==> src/rtl/ws2812b_pixel_encoder_if.sv <==
// Pixel handshake bundle for the WS2812B encoder.
// Master offers GRB pixels; slave accepts on valid && ready.
interface ws2812b_pixel_encoder_if;
  logic [23:0] pixel_data;
  logic        pixel_valid;
  logic        pixel_ready;

  modport master (
    output pixel_data,
    output pixel_valid,
    input  pixel_ready
  );

  modport slave (
    input  pixel_data,
    input  pixel_valid,
    output pixel_ready
  );
endinterface

==> src/rtl/ws2812b_pixel_encoder.sv <==
// WS2812B serialiser: 24-bit GRB pixels in, NRZ pulse-width line out.
// Define WS2812B_TX_SKID_EN to add a one-entry pixel buffer.
module ws2812b_pixel_encoder #(
  parameter int unsigned T0H          = 26,
  parameter int unsigned T1H          = 51,
  parameter int unsigned TBIT         = 80,
  parameter int unsigned RESET_CYCLES = 3840
) (
  input  logic                          clk,
  input  logic                          reset,
  ws2812b_pixel_encoder_if.slave        pix,
  input  logic                          latch,
  output logic                          dout,
  output logic                          busy,
  output logic                          frame_done
);
  typedef enum logic [1:0] {
    IDLE,
    HIGH,
    LOW,
    LATCH
  } state_e;

  localparam logic [15:0] T0H_M1 = 16'(T0H - 1);
  localparam logic [15:0] T1H_M1 = 16'(T1H - 1);
  localparam logic [15:0] T0L_M1 = 16'(TBIT - T0H - 1);
  localparam logic [15:0] T1L_M1 = 16'(TBIT - T1H - 1);
  localparam logic [15:0] RST_M1 = 16'(RESET_CYCLES - 1);

  state_e      state_q, state_d;
  logic [23:0] shift_q, shift_d;
  logic [4:0]  bit_q, bit_d;
  logic [15:0] phase_q, phase_d;
  logic        latch_q, latch_d;
  logic        dout_q;

  logic        acc;
  logic        avail;
  logic        load;
  logic        done;
  logic        buf_full;
  logic [23:0] next_px;
  logic [15:0] th_m1;
  logic [15:0] tl_m1;

  assign acc = pix.pixel_valid && pix.pixel_ready;

`ifdef WS2812B_TX_SKID_EN
  logic        bufv_q, bufv_d;
  logic [23:0] buf_q, buf_d;

  assign pix.pixel_ready = !bufv_q && !reset;
  assign avail           = bufv_q || acc;
  assign next_px         = bufv_q ? buf_q : pix.pixel_data;
  assign buf_full        = bufv_q;

  // A fresh pixel bypasses the buffer when the shifter takes it at once.
  always_comb begin
    bufv_d = bufv_q;
    buf_d  = buf_q;
    if (load && bufv_q) bufv_d = 1'b0;
    if (acc && !load) begin
      bufv_d = 1'b1;
      buf_d  = pix.pixel_data;
    end
  end

  always_ff @(posedge clk) begin
    if (reset) begin
      bufv_q <= 1'b0;
      buf_q  <= '0;
    end else begin
      bufv_q <= bufv_d;
      buf_q  <= buf_d;
    end
  end
`else
  assign pix.pixel_ready = (state_q == IDLE) && !reset;
  assign avail           = acc;
  assign next_px         = pix.pixel_data;
  assign buf_full        = 1'b0;
`endif

  assign th_m1 = shift_q[23] ? T1H_M1 : T0H_M1;
  assign tl_m1 = shift_q[23] ? T1L_M1 : T0L_M1;

  always_comb begin
    state_d = state_q;
    shift_d = shift_q;
    bit_d   = bit_q;
    phase_d = phase_q + 16'd1;
    latch_d = latch_q | (latch && (state_q != LATCH));
    load    = 1'b0;
    done    = 1'b0;
    unique case (state_q)
      IDLE: begin
        phase_d = '0;
        if (avail) load = 1'b1;
        else if (latch_q) state_d = LATCH;
      end
      HIGH: begin
        if (phase_q == th_m1) begin
          state_d = LOW;
          phase_d = '0;
        end
      end
      LOW: begin
        if (phase_q == tl_m1) begin
          phase_d = '0;
          if (bit_q != 5'd0) begin
            shift_d = {shift_q[22:0], 1'b0};
            bit_d   = bit_q - 5'd1;
            state_d = HIGH;
          end else if (avail) begin
            load = 1'b1;
          end else begin
            state_d = IDLE;
          end
        end
      end
      LATCH: begin
        if (phase_q == RST_M1) begin
          done    = 1'b1;
          latch_d = 1'b0;
          state_d = IDLE;
          phase_d = '0;
        end
      end
      default: ;
    endcase
    if (load) begin
      shift_d = next_px;
      bit_d   = 5'd23;
      state_d = HIGH;
      phase_d = '0;
    end
  end

  always_ff @(posedge clk) begin
    if (reset) begin
      state_q <= IDLE;
      shift_q <= '0;
      bit_q   <= '0;
      phase_q <= '0;
      latch_q <= 1'b0;
      dout_q  <= 1'b0;
    end else begin
      state_q <= state_d;
      shift_q <= shift_d;
      bit_q   <= bit_d;
      phase_q <= phase_d;
      latch_q <= latch_d;
      dout_q  <= (state_d == HIGH);
    end
  end

  assign dout       = dout_q;
  assign busy       = (state_q != IDLE) || latch_q || buf_full;
  assign frame_done = done && !reset;
endmodule

==> src/flat_wrapper.sv <==
// flat-port wrapper written by rule: the top's interface ports become plain ports
module ws2812b_pixel_encoder_flat 
#(
  parameter int unsigned T0H          = 26,
  parameter int unsigned T1H          = 51,
  parameter int unsigned TBIT         = 80,
  parameter int unsigned RESET_CYCLES = 3840
)
  (clk, reset, latch, dout, busy, frame_done, pix_pixel_data, pix_pixel_valid, pix_pixel_ready);
  ws2812b_pixel_encoder_if pix_i ();
  input  logic clk;
  input  logic reset;
  input  logic latch;
  output logic dout;
  output logic busy;
  output logic frame_done;
  input wire logic [$bits(pix_i.pixel_data)-1:0] pix_pixel_data;
  input wire logic [$bits(pix_i.pixel_valid)-1:0] pix_pixel_valid;
  output wire logic [$bits(pix_i.pixel_ready)-1:0] pix_pixel_ready;
  assign pix_i.pixel_data = pix_pixel_data;
  assign pix_i.pixel_valid = pix_pixel_valid;
  assign pix_pixel_ready = pix_i.pixel_ready;
  ws2812b_pixel_encoder #(.T0H(T0H), .T1H(T1H), .TBIT(TBIT), .RESET_CYCLES(RESET_CYCLES)) u_core (.clk(clk), .reset(reset), .pix(pix_i), .latch(latch), .dout(dout), .busy(busy), .frame_done(frame_done));
endmodule
==> config.mk <==
export PLATFORM = sky130hd
export DESIGN_NAME = ws2812b_pixel_encoder_flat
export DESIGN_NICKNAME = d
export VERILOG_FILES = /design/src/rtl/ws2812b_pixel_encoder_if.sv /design/src/rtl/ws2812b_pixel_encoder.sv /design/src/flat_wrapper.sv
export SDC_FILE = /design/constraint.sdc
export NUM_CORES = 1
export LEC_CHECK = 0
export ABC_AREA = 1
export CAP_MARGIN = 40
export CORE_ASPECT_RATIO = 1.1
export CORE_MARGIN = 4
export CORE_UTILIZATION = 50
export DETAILED_ROUTE_END_ITERATION = 10
export PLACE_DENSITY = 0.69
export SLEW_MARGIN = 20
export SYNTH_ARGS = -nofsm -noshare
export SYNTH_HDL_FRONTEND = slang
export SYNTH_SLANG_ARGS = --single-unit
==> constraint.sdc <==
create_clock -name clk -period 3 [get_ports clk]
set_input_delay 0.3 -clock clk [delete_from_list [all_inputs] [get_ports clk]]
set_output_delay 0.3 -clock clk [all_outputs]
set_load 0.01 [all_outputs]
# --- Yosys cells after proc, flatten, opt, wreduce, memory -nomap -nowiden ---
# Index checks and enable logic that the tools add are counted.
word_totals:
  ff_bits: 49
  wordCells: 64
  input_bits: 28
  output_inout_bits: 4
classes:
  n_eq_ne: 8
  n_addsub: 2
  muxes: 31
  n_reduce_logical: 15
  bitwise_logic: 1
op_table:
  columns: ["op", "count"]
  rows:
  - ["$mux W24", 4]
  - ["$pmux W16 S4", 1]
  - ["$mux W16", 3]
  - ["$eq A16 B16 Y1", 2]
  - ["$mux W5", 4]
  - ["$add A16 B1 Y16 const B", 1]
  - ["$eq A16 B12 Y1 const B", 1]
  - ["$mux W2", 8]
  - ["$mux W6", 2]
  - ["$pmux W2 S4", 1]
  - ["$reduce_bool A2 Y1", 4]
  - ["$mux W1", 7]
  - ["$reduce_and A3 Y1", 2]
  - ["$reduce_bool A5 Y1", 1]
  - ["$sub A5 B1 Y5 const B", 1]
  - ["$eq A2 B1 Y1 const B", 2]
  - ["$eq A2 B2 Y1 const B", 2]
  - ["$logic_and A1 B1 Y1", 4]
  - ["$logic_not A2 Y1", 1]
  - ["$ne A2 B2 Y1 const B", 1]
  - ["$pmux W1 S2", 1]
  - ["$reduce_or A2 Y1", 1]
  - ["$logic_not A1 Y1", 1]
  - ["$logic_or A1 B1 Y1", 1]
  - ["$or A1 B1 Y1", 1]

# --- Logic depth before layout (Yosys ltp) ---
# Gate-level depths: netlist of run 1.
depth:
  depth_word: 9
  depth_mapped: 12
  mapped_depth_nobuf: 10

# --- Worst setup path before layout of run 1 ---
# Ideal clock, no wire load.
synth_path:
  kind: "register to register"
  start: "register u_core.bit_q[0]"
  end: "register u_core.shift_q[14]"
  n_path_buf: 1
  setup_slack_ns: 1.394
  required_time_ns: 2.858
  synth_period_minus_slack_ns: 1.606
  arrival_ns: 1.464
  setup_ns: 0.142
  path_stages_with_launch: 12
  path_cell_list: "dfxtp_1 -> inv_1 -> ha_1 -> nand2_1 -> nor2_1 -> nor2_1 -> nand3_4 -> nand2_4 -> inv_2 -> buf_6 -> nand2_1 -> a21oi_2"
synth_between:
  elab_chain_len: 6
  word_cells_on_any_way: 9
  classes_between: "mux (4); reduce/logical (5)"
synth_lines:
  columns: ["item", "line", "rtl"]
  rows:
  - ["from (decl)", "ws2812b_pixel_encoder.sv:32", "logic [4:0] bit_q, bit_d;"]
  - ["from (signal assigned)", "ws2812b_pixel_encoder.sv:150", "bit_q <= bit_d;"]
  - ["$reduce_bool A5 Y1 (*)", "ws2812b_pixel_encoder.sv:110", "if (bit_q != 5'd0) begin"]
  - ["$mux W1", "ws2812b_pixel_encoder.sv:110", null]
  - ["$mux W1", "ws2812b_pixel_encoder.sv:108", "if (phase_q == tl_m1) begin"]
  - ["$pmux W1 S2", "ws2812b_pixel_encoder.sv:95", "unique case (state_q)"]
  - ["$reduce_bool A2 Y1 (no line)", null, null]
  - ["$reduce_and A3 Y1 (no line)", null, null]
  - ["to (signal assigned)", "ws2812b_pixel_encoder.sv:149", "shift_q <= shift_d;"]
  - ["to (decl)", "ws2812b_pixel_encoder.sv:31", "logic [23:0] shift_q, shift_d;"]
# Every way passes the cells marked *; elsewhere a longest branch is shown, timed or not.
# A chain may end at the register's enable or synchronous reset.

# --- Final worst setup path of run 1 ---
layout_path:
  start: "register u_core.phase_q[1]"
  end: "output frame_done"
layout_between:
  elab_chain_len: 4
layout_lines:
  columns: ["item", "line", "rtl"]
  rows:
  - ["from (decl)", "ws2812b_pixel_encoder.sv:33", "logic [15:0] phase_q, phase_d;"]
  - ["from (signal assigned)", "ws2812b_pixel_encoder.sv:151", "phase_q <= phase_d;"]
  - ["$eq A16 B12 Y1", "ws2812b_pixel_encoder.sv:122", "if (phase_q == RST_M1) begin"]
  - ["$mux W1", "ws2812b_pixel_encoder.sv:122", null]
  - ["$mux W1", "ws2812b_pixel_encoder.sv:95", null]
  - ["$logic_and A1 B1 Y1", "ws2812b_pixel_encoder.sv:159", "assign frame_done = done && !reset;"]
  - ["to (decl)", "flat_wrapper.sv:16", "output logic frame_done;"]
# No other way between the ends.

==> results of run 1 <==
==> flip-flops by register name, summed over array words and instances, names as in the netlist <==
signal	count
u_core.state_q	2
u_core.shift_q	24
u_core.phase_q	16
u_core.latch_q	1
u_core.bit_q	5
u_core.dout	1
==> through the flow <==
stage / total power [mW] / worst slack, ps
after CTS: 1.63 / 432
after global routing: 1.71 / 341
after floorplan: 1.04 / 1390
after detailed placement: 1.15 / 776
after global placement: 1.15 / 793
final: 1.61 / 469
==> worst max path at each step <==
stage | from | to | slack [ps] | cells after the start
floorplan | u_core.bit_q[0] | u_core.shift_q[14] | 1390 | 11
global placement | u_core.phase_q[1] | frame_done | 790 | 6
detailed placement | u_core.phase_q[1] | frame_done | 780 | 6
CTS | u_core.phase_q[1] | frame_done | 430 | 6
global route | u_core.phase_q[1] | frame_done | 340 | 6
finish | u_core.phase_q[1] | frame_done | 470 | 6
==> placed cells by master, fill, tap and decap left out, types with 6 or more instances in the layout <==
cell type,instances
o21ai_0,13
clkdlybuf4s50_1,31
nand3_1,19
nand4_1,6
a21oi_2,17
dfxtp_1,49
o21ai_1,7
a21oi_1,12
nand2_2,13
nor3_1,6
inv_2,9
nand2_1,123
o21a_1,12
inv_1,42
nor2_1,41
==> cells by family (layout without fill, tap and decap cells) <==
family	after synthesis	count (layout)	share of synthesized area
flip-flops	49	49	0.359
buffers and inverters	66	94	0.111
adder cells (fa/ha/maj)	2	2	0.00916
AO/OA/AOI/OAI	61	61	0.146
AND/OR/NAND/NOR	219	219	0.353
XOR/XNOR	7	7	0.0224
==> power by group <==
part,total (mW),switching (mW),internal [mW]
registers,0.734,0.0358,0.698
logic,0.400,0.242,0.158
clock network,0.480,0.229,0.251
==> metal layers <==
metal  part of all wire  global-route usage
met3              0.028              0.0315
met4              0.011              0.0477
met1               0.46               0.204
met2               0.50               0.345
met5                  0                   0
==> cell type report <==
class | instances | share of cell area
Tap cell | 72 | 0.0285
Multi-Input combinational cell | 289 | 0.458
Clock inverter | 2 | 0.0123
Sequential cell | 49 | 0.310
Clock buffer | 6 | 0.0230
Timing Repair Buffer | 34 | 0.105
Inverter | 52 | 0.0625
==> critical path, delay by kind of cell (launching register included) <==
kind	cells	cell delay [ps]
buffers and inverters	1	550
AND/OR/NAND/NOR	4	710
adder cells (fa/ha/maj)	1	230
flip-flops	1	440
==> impl_metrics.json, run 1 <==
{
  "synth_top_area_cell": "dfxtp_1",
  "gr-total-overflow": 0,
  "min_from": "u_core.shift_q[1]",
  "synthesis.area_sq_um": 2730,
  "antenna_cells": 0,
  "synth_edf_count": 0,
  "via_per_inst": 4.83,
  "rsz0062_at_grt": "false",
  "root_buffer": "clkbuf_8",
  "port_buffers": 31,
  "ant_nets": 0,
  "synth_cell_type_count": 31,
  "async_flop_share": 0,
  "detail_route.wl_per_cell_um": 11.4,
  "dp_cells": 496,
  "clockBufferDepth": 2,
  "tightest_slew_ps": 448,
  "synthesis.nets": 434,
  "power_density_nw_per_um2": 510,
  "crit_chain": "ha_1 > nand3_1 > nor2_2 > nand3_1 > nor2_1 > clkdlybuf4s50_1",
  "r2r-end": "u_core.shift_q[11]",
  "antenna_found_initial": 0,
  "fin_worst_skew_ps": 5.10,
  "synth.most_common_cell": "nand2_1",
  "reg2reg_depth": 10,
  "multiInputGateArea_sq_um": 1450,
  "crit_arrival_ps": 2230,
  "critPathKind": "reg2out",
  "synth.area.top_cells": "dfxtp_1 36%, nand2_1 17%, inv_1 5.8%",
  "dp_hpwl_um": 4300,
  "cts_tree": "done",
  "worst_skew_pair.late_latency_ps": 300,
  "coreArea_sq_um": 5130,
  "grt.total_usage": 0.180,
  "area_growth_pct": 15.7,
  "initial_utilization": 0.532,
  "synth_commonest_cells": "123 x nand2_1, 49 x dfxtp_1, 42 x inv_1",
  "fin_nets": 461,
  "num-fill-cells": 499,
  "gp_congestion": 0.774,
  "hold_depth": 2,
  "r2r-start": "u_core.bit_q[0]",
  "row_count": 27,
  "synth_area_per_cell_sq_um": 6.76,
  "critPathLaunchType": "flop",
  "hold_path_end": "u_core.shift_q[1]",
  "post-route-period-util": 0.844,
  "grt_max_degree": 30,
  "cts_buffers": 5,
  "hold_path_class": "reg2reg",
  "synth_seq_cells": 49,
  "h-tree-depth": 2,
  "crit_top_cell": "nand3_1",
  "dieArea_sq_um": 6710,
  "vias": 2432,
  "synth_top_area_share": 0.359,
  "pin_count": 32,
  "wl_um": 5740,
  "peakVddDrop_uv": 309,
  "synthesis.instances": 404,
  "seq_area_sq_um": 981,
  "placed_area_sq_um": 3050,
  "setup_tns_ps": 0,
  "fmax_mhz": 395,
  "finalCriticalPeriod_ps": 2530,
  "cp_max_fo": 6,
  "slowest_stage": "clkdlybuf4s50_1",
  "rrSetupSlack_ps": 910,
  "p_leak_nw": 1.25,
  "hold_viol": 0,
  "stdcell_area_sq_um": 3160,
  "grt_pass1_vias": 2352,
  "relSlewSlack": 0.699,
  "clock-sinks": 49,
  "slew_violations": 0,
  "clkTransAtPathRegs_ps": 90,
  "final_util": 0.616,
  "drive_above_1_share": 0.139,
  "drt-initial-drc-count": 101,
  "grt_pass1_wl_um": 9940,
  "status": "finished, final reports clean",
  "whs_ps": 466,
  "cts_hold_buf": 0,
  "cts_resized": 0,
  "dr.pass1.iters": 4,
  "setup_viol": 0,
  "seq_area_frac_synth": 0.359,
  "chipWidth_um": 78.5,
  "cts_setup_buffers": 0,
  "layoutNonFillerInstCount": 504,
  "ys.flop_type": "dfxtp_1",
  "crit_required_ps": 2700,
  "cap_violations": 0,
  "critPathMaxStageDelay_ps": 550,
  "route.detailed.drc": 0,
  "die_h_um": 85.5,
  "yosys_warnings": 0,
  "end_kind": "output pin"
}
No activity file was read; power rests on OpenSTA's default activity.
==> run 2: changes to the inputs <==
- clock period: 3 -> 2.4 ns (I/O delays scaled with it)
==> run 2 against run 1 <==
Clock power increased by 28%. Cell count increased by 0.20%. Die area unchanged. Flip-flop and latch count unchanged. First-iteration DRC count decreased by 32%. Sequential share of layout area decreased by 0.19 points. Utilization increased by 0.54 points. Worst setup slack got worse by 310 ps. Critical path type unchanged. Largest power group unchanged. Highest routed layer unchanged.
==> impl_metrics.json, run 2 (same netlist as run 1, synthesis figures left out) <==
{
  "status": "finished, final reports clean",
  "grt_max_degree": 30,
  "cp_max_fo": 6,
  "setup_tns_ps": 0,
  "tightest_slew_ps": 427,
  "multiInputGateArea_sq_um": 1460,
  "r2r-start": "u_core.bit_q[0]",
  "slew_violations": 0,
  "reg.largest.list": "u_core.shift_q: 24 flops, u_core.phase_q: 16 flops, u_core.bit_q: 5 flops",
  "cap_violations": 0,
  "grt_pass1_wl_um": 10500,
  "cts_tree": "done",
  "port_buffers": 31,
  "area_growth_pct": 16.7,
  "clkTransAtPathRegs_ps": 90,
  "crit_chain": "ha_2 > nand3_2 > nor2_4 > nand3_1 > nor2_1 > clkdlybuf4s50_1",
  "worst_skew_pair.late_latency_ps": 300,
  "peakVddDrop_uv": 321,
  "grt_pass1_vias": 2496,
  "root_buffer": "clkbuf_8",
  "slowest_stage": "clkdlybuf4s50_1",
  "cts_buffers": 5,
  "clockBufferDepth": 2,
  "hold_path_class": "reg2reg",
  "largest_register": "u_core.shift_q",
  "fmax_mhz": 445,
  "crit_required_ps": 2160,
  "grt.total_usage": 0.191,
  "dieArea_sq_um": 6710,
  "final_common_cell": "nand2_1",
  "via_per_inst": 4.82,
  "wl_um": 5720,
  "setup_viol": 0,
  "pre_cts_ws_ps": 279,
  "gr-total-overflow": 0,
  "critPathLaunchType": "flop",
  "critPathMaxStageDelay_ps": 540,
  "dr.pass1.iters": 4,
  "die_h_um": 85.5,
  "initial_utilization": 0.532,
  "critPathKind": "reg2out",
  "num-fill-cells": 500,
  "antenna_found_initial": 0,
  "ant_nets": 0,
  "relSlewSlack": 0.716,
  "crit_arrival_ps": 2010,
  "total_power_mw": 2.03,
  "seq_area_sq_um": 983,
  "finalCriticalPeriod_ps": 2250,
  "drive_above_1_share": 0.150,
  "antenna_cells": 0,
  "final_cell_mix": "123 x nand2_1, 47 x dfxtp_1, 42 x inv_1",
  "crit_family": "simple AND/OR/NAND/NOR gates",
  "r2r-end": "u_core.shift_q[20]",
  "fin_worst_skew_ps": 5.79,
  "chipWidth_um": 78.5,
  "rsz0062_at_grt": "false",
  "cts_setup_buffers": 0,
  "post-route-period-util": 0.936,
  "coreArea_sq_um": 5130,
  "fin_nets": 462,
  "hold_path_end": "u_core.phase_q[0]",
  "dp_hpwl_um": 4300,
  "min_from": "u_core.phase_q[0]",
  "power_density_nw_per_um2": 637,
  "final_util": 0.621,
  "h-tree-depth": 2,
  "row_count": 27,
  "hold_depth": 1,
  "pin_count": 32,
  "route.detailed.drc": 0,
  "clock-sinks": 49,
  "drt-initial-drc-count": 69,
  "reg2reg_depth": 10,
  "whs_ps": 466,
  "p_leak_nw": 1.25,
  "largest_reg_flops": 24,
  "gp_congestion": 0.805,
  "rrSetupSlack_ps": 500,
  "worst_slack_ps": 155,
  "end_kind": "output pin",
  "cts_hold_buf": 0,
  "vias": 2433,
  "critPathBufInv": 1,
  "detail_route.wl_per_cell_um": 11.3,
  "hold_viol": 0
}
## run 2: timing repair
item	in CTS	in global routing
gates cloned	0	0
endpoints found under the setup margin	1	1
gates resized for setup	2	3
## run 2: layout make-up
type	instances	share of cell area
clock buffer	7	0.0271
inverter	52	0.0620
timing repair buffer	35	0.107
clock inverter	1	0.00942
tap	72	0.0282
sequential	49	0.308
multi-input combinational	289	0.458
## run 2: how the worst max path moves through the flow
| stage | start | to | slack (ps) | cells after the start |
|---|---|---|---|---|
| after detailed placement | u_core.phase_q[1] | frame_done | 280 | 6 |
| after global routing | u_core.phase_q[1] | frame_done | 8 | 6 |
| after CTS | u_core.phase_q[1] | frame_done | 40 | 6 |
| after global placement | u_core.phase_q[1] | frame_done | 290 | 6 |
| after floorplan | u_core.bit_q[0] | u_core.shift_q[14] | 790 | 11 |
| final | u_core.phase_q[1] | frame_done | 150 | 6 |
## run 2: through the flow
stage	instances	area, sq um
2_1_floorplan	404	2730
3_3_place_gp	497	3060
3_5_place_dp	497	3060
4_1_cts	505	3180
5_1_grt	505	3190
6_report	505	3190
## run 2: report_power, final
part           internal (mW)  switching [mW]
Clock                  0.340           0.273
Combinational          0.198           0.304
Sequential             0.873          0.0440
Total                   1.41           0.620
## run 2: per-layer routing
layer | global-route usage | share of wire | vias up
met2 | 0.355 | 0.49 | 42
met1 | 0.216 | 0.45 | 1068
met4 | 0.0684 | 0.022 | 0
met3 | 0.0357 | 0.033 | 10
met5 | 0 | 0 | -
li1 | - | - | 1313
==> run 3: changes to the inputs <==
- GPL_ROUTABILITY_DRIVEN: default -> 0
==> run 3 against run 2 <==
Die area is the same. Largest cell class unchanged. Sequential share of layout area is 0.11 points lower. Clock skew grew 2.7 ps. Wire length grew 3.6%. Non-clock buffer count increased by 2.
==> impl_metrics.json, run 3 (same netlist as run 1, synthesis figures left out) <==
{
  "clockBufferDepth": 2,
  "hold_path_end": "u_core.shift_q[1]",
  "ant_nets": 0,
  "dr.pass1.iters": 4,
  "root_buffer": "clkbuf_8",
  "reg2reg_depth": 10,
  "grt.total_usage": 0.188,
  "post-route-period-util": 0.943,
  "relSlewSlack": 0.729,
  "die_h_um": 85.5,
  "combPwrFrac": 0.250,
  "gr-total-overflow": 0,
  "antenna_cells": 0,
  "crit_top_cell": "nand3_1",
  "drive_above_1_share": 0.152,
  "switchingPower_mw": 0.645,
  "largest_register": "u_core.shift_q",
  "r2r-end": "u_core.shift_q[13]",
  "hold_viol": 0,
  "crit_arrival_ps": 2020,
  "final_cell_mix": "123 x nand2_1, 47 x dfxtp_1, 42 x inv_1",
  "dp_hpwl_um": 4400,
  "p_leak_nw": 1.27,
  "slowest_stage": "clkdlybuf4s50_1",
  "cts_buffers": 5,
  "critPathKind": "reg2out",
  "via_per_inst": 4.86,
  "stdcell_area_sq_um": 3200,
  "route.detailed.drc": 0,
  "drt-initial-drc-count": 140,
  "min_from": "u_core.shift_q[1]",
  "slew_violations": 0,
  "clkTransAtPathRegs_ps": 90,
  "row_count": 27,
  "fin_nets": 464,
  "multiInputGateArea_sq_um": 1450,
  "setup_viol": 0,
  "p_clk_frac": 0.304,
  "critPathMaxStageDelay_ps": 540,
  "hold_depth": 2,
  "dieArea_sq_um": 6710,
  "final_util": 0.623,
  "p_int_mw": 1.41,
  "reg.largest.list": "u_core.shift_q: 24 flops, u_core.phase_q: 16 flops, u_core.bit_q: 5 flops",
  "port_buffers": 31,
  "wl_um": 5920,
  "initial_utilization": 0.532,
  "antenna_found_initial": 0,
  "crit_chain": "ha_1 > nand3_1 > nor2_4 > nand3_1 > nor2_1 > clkdlybuf4s50_1",
  "r2r-start": "u_core.bit_q[0]",
  "peakVddDrop_uv": 376,
  "crit_required_ps": 2160,
  "cts_tree": "done",
  "fin_worst_skew_ps": 8.48,
  "critPathLaunchType": "flop",
  "fmax_mhz": 442,
  "grt_pass1_wl_um": 10300,
  "maxUsedRoutingLayer": "met4",
  "end_kind": "output pin",
  "finalCriticalPeriod_ps": 2260,
  "dp_cells": 498,
  "m1WireLength_um": 2800,
  "final_common_cell": "nand2_1",
  "worst_skew_pair.late_latency_ps": 300,
  "layoutNonFillerInstCount": 507,
  "coreArea_sq_um": 5130,
  "placed_area_sq_um": 3070,
  "detail_route.wl_per_cell_um": 11.7,
  "dr_wl_met2_um": 2850,
  "p_seq_frac": 0.447,
  "cp_max_fo": 6,
  "swShare": 0.314,
  "pin_count": 32,
  "cap_violations": 0,
  "setup_tns_ps": 0,
  "dr_wl_met3_um": 168,
  "clock-sinks": 49,
  "grt_pass1_vias": 2378,
  "tightest_slew_ps": 405,
  "chipWidth_um": 78.5,
  "seq_area_sq_um": 983,
  "grt_max_degree": 27,
  "h-tree-depth": 2,
  "rrSetupSlack_ps": 490,
  "vias": 2464,
  "power_density_nw_per_um2": 643,
  "area_growth_pct": 17.1,
  "hold_path_class": "reg2reg",
  "largest_reg_flops": 24,
  "status": "finished, final reports clean",
  "num-fill-cells": 525
}
-- run 3: changes by cell type in the layout (fill, tap and decap cells not counted) --
cell	before	now
ha_2	1	0
clkinvlp_4	0	1
clkbuf_1	1	0
nand3_1	18	19
ha_1	1	2
buf_4	4	6
nand3_2	2	1
-- run 3: timing repair --
action / in CTS / in global routing
resized for setup: 2 / 1
buffers inserted: 0 / 1
setup endpoints to repair: 1 / 1
hold buffers: 0 / 0
pin swaps: 0 / 1
-- run 3: layout make-up --
type | count | share of cell area
clock buffers | 6 | 0.0258
flip-flops and latches | 49 | 0.307
inverters | 52 | 0.0618
multi-input cells | 289 | 0.454
repair buffers | 37 | 0.111
well taps | 72 | 0.0281
clock inverters | 2 | 0.0117
-- run 3: power groups by stage --
stage                     registers, mW  clock network, mW  logic, mW
after floorplan                   0.927                  0      0.374
after global placement            0.934                  0      0.508
after detailed placement          0.936                  0      0.514
after CTS                         0.919              0.637      0.517
after global routing              0.928              0.668      0.580
final                             0.919              0.625      0.513
-- run 3: per-stage QoR --
stage	hold slack [ps]	power, mW	setup WS [ps]
floorplan	387	1.30	794
global placement	450	1.44	319
detailed placement	457	1.45	294
CTS	470	2.07	1.78
global route	487	2.18	-6.10
finish	470	2.06	138
-- run 3: routing by layer --
layer	up-vias	global-route usage
met5	-	0
met4	0	0.0572
met3	8	0.0305
met2	32	0.347
met1	1103	0.223
li1	1321	-
-- run 3: worst max-delay path by stage --
stage | from | endpoint | slack [ps]
after floorplan | u_core.bit_q[0] | u_core.shift_q[14] | 790
after global placement | u_core.phase_q[1] | frame_done | 320
after detailed placement | u_core.phase_q[0] | frame_done | 290
after CTS | u_core.phase_q[1] | frame_done | 2
after global routing | u_core.phase_q[1] | frame_done | -6
final | u_core.phase_q[0] | frame_done | 140
-- run 3: critical path: cells and delay by family, from the launching register on --
kind | cells | cell delay [ps]
DFF | 1 | 390
buffers and inverters | 1 | 540
and+or+nand+nor | 4 | 590
adders and majority gates | 1 | 200
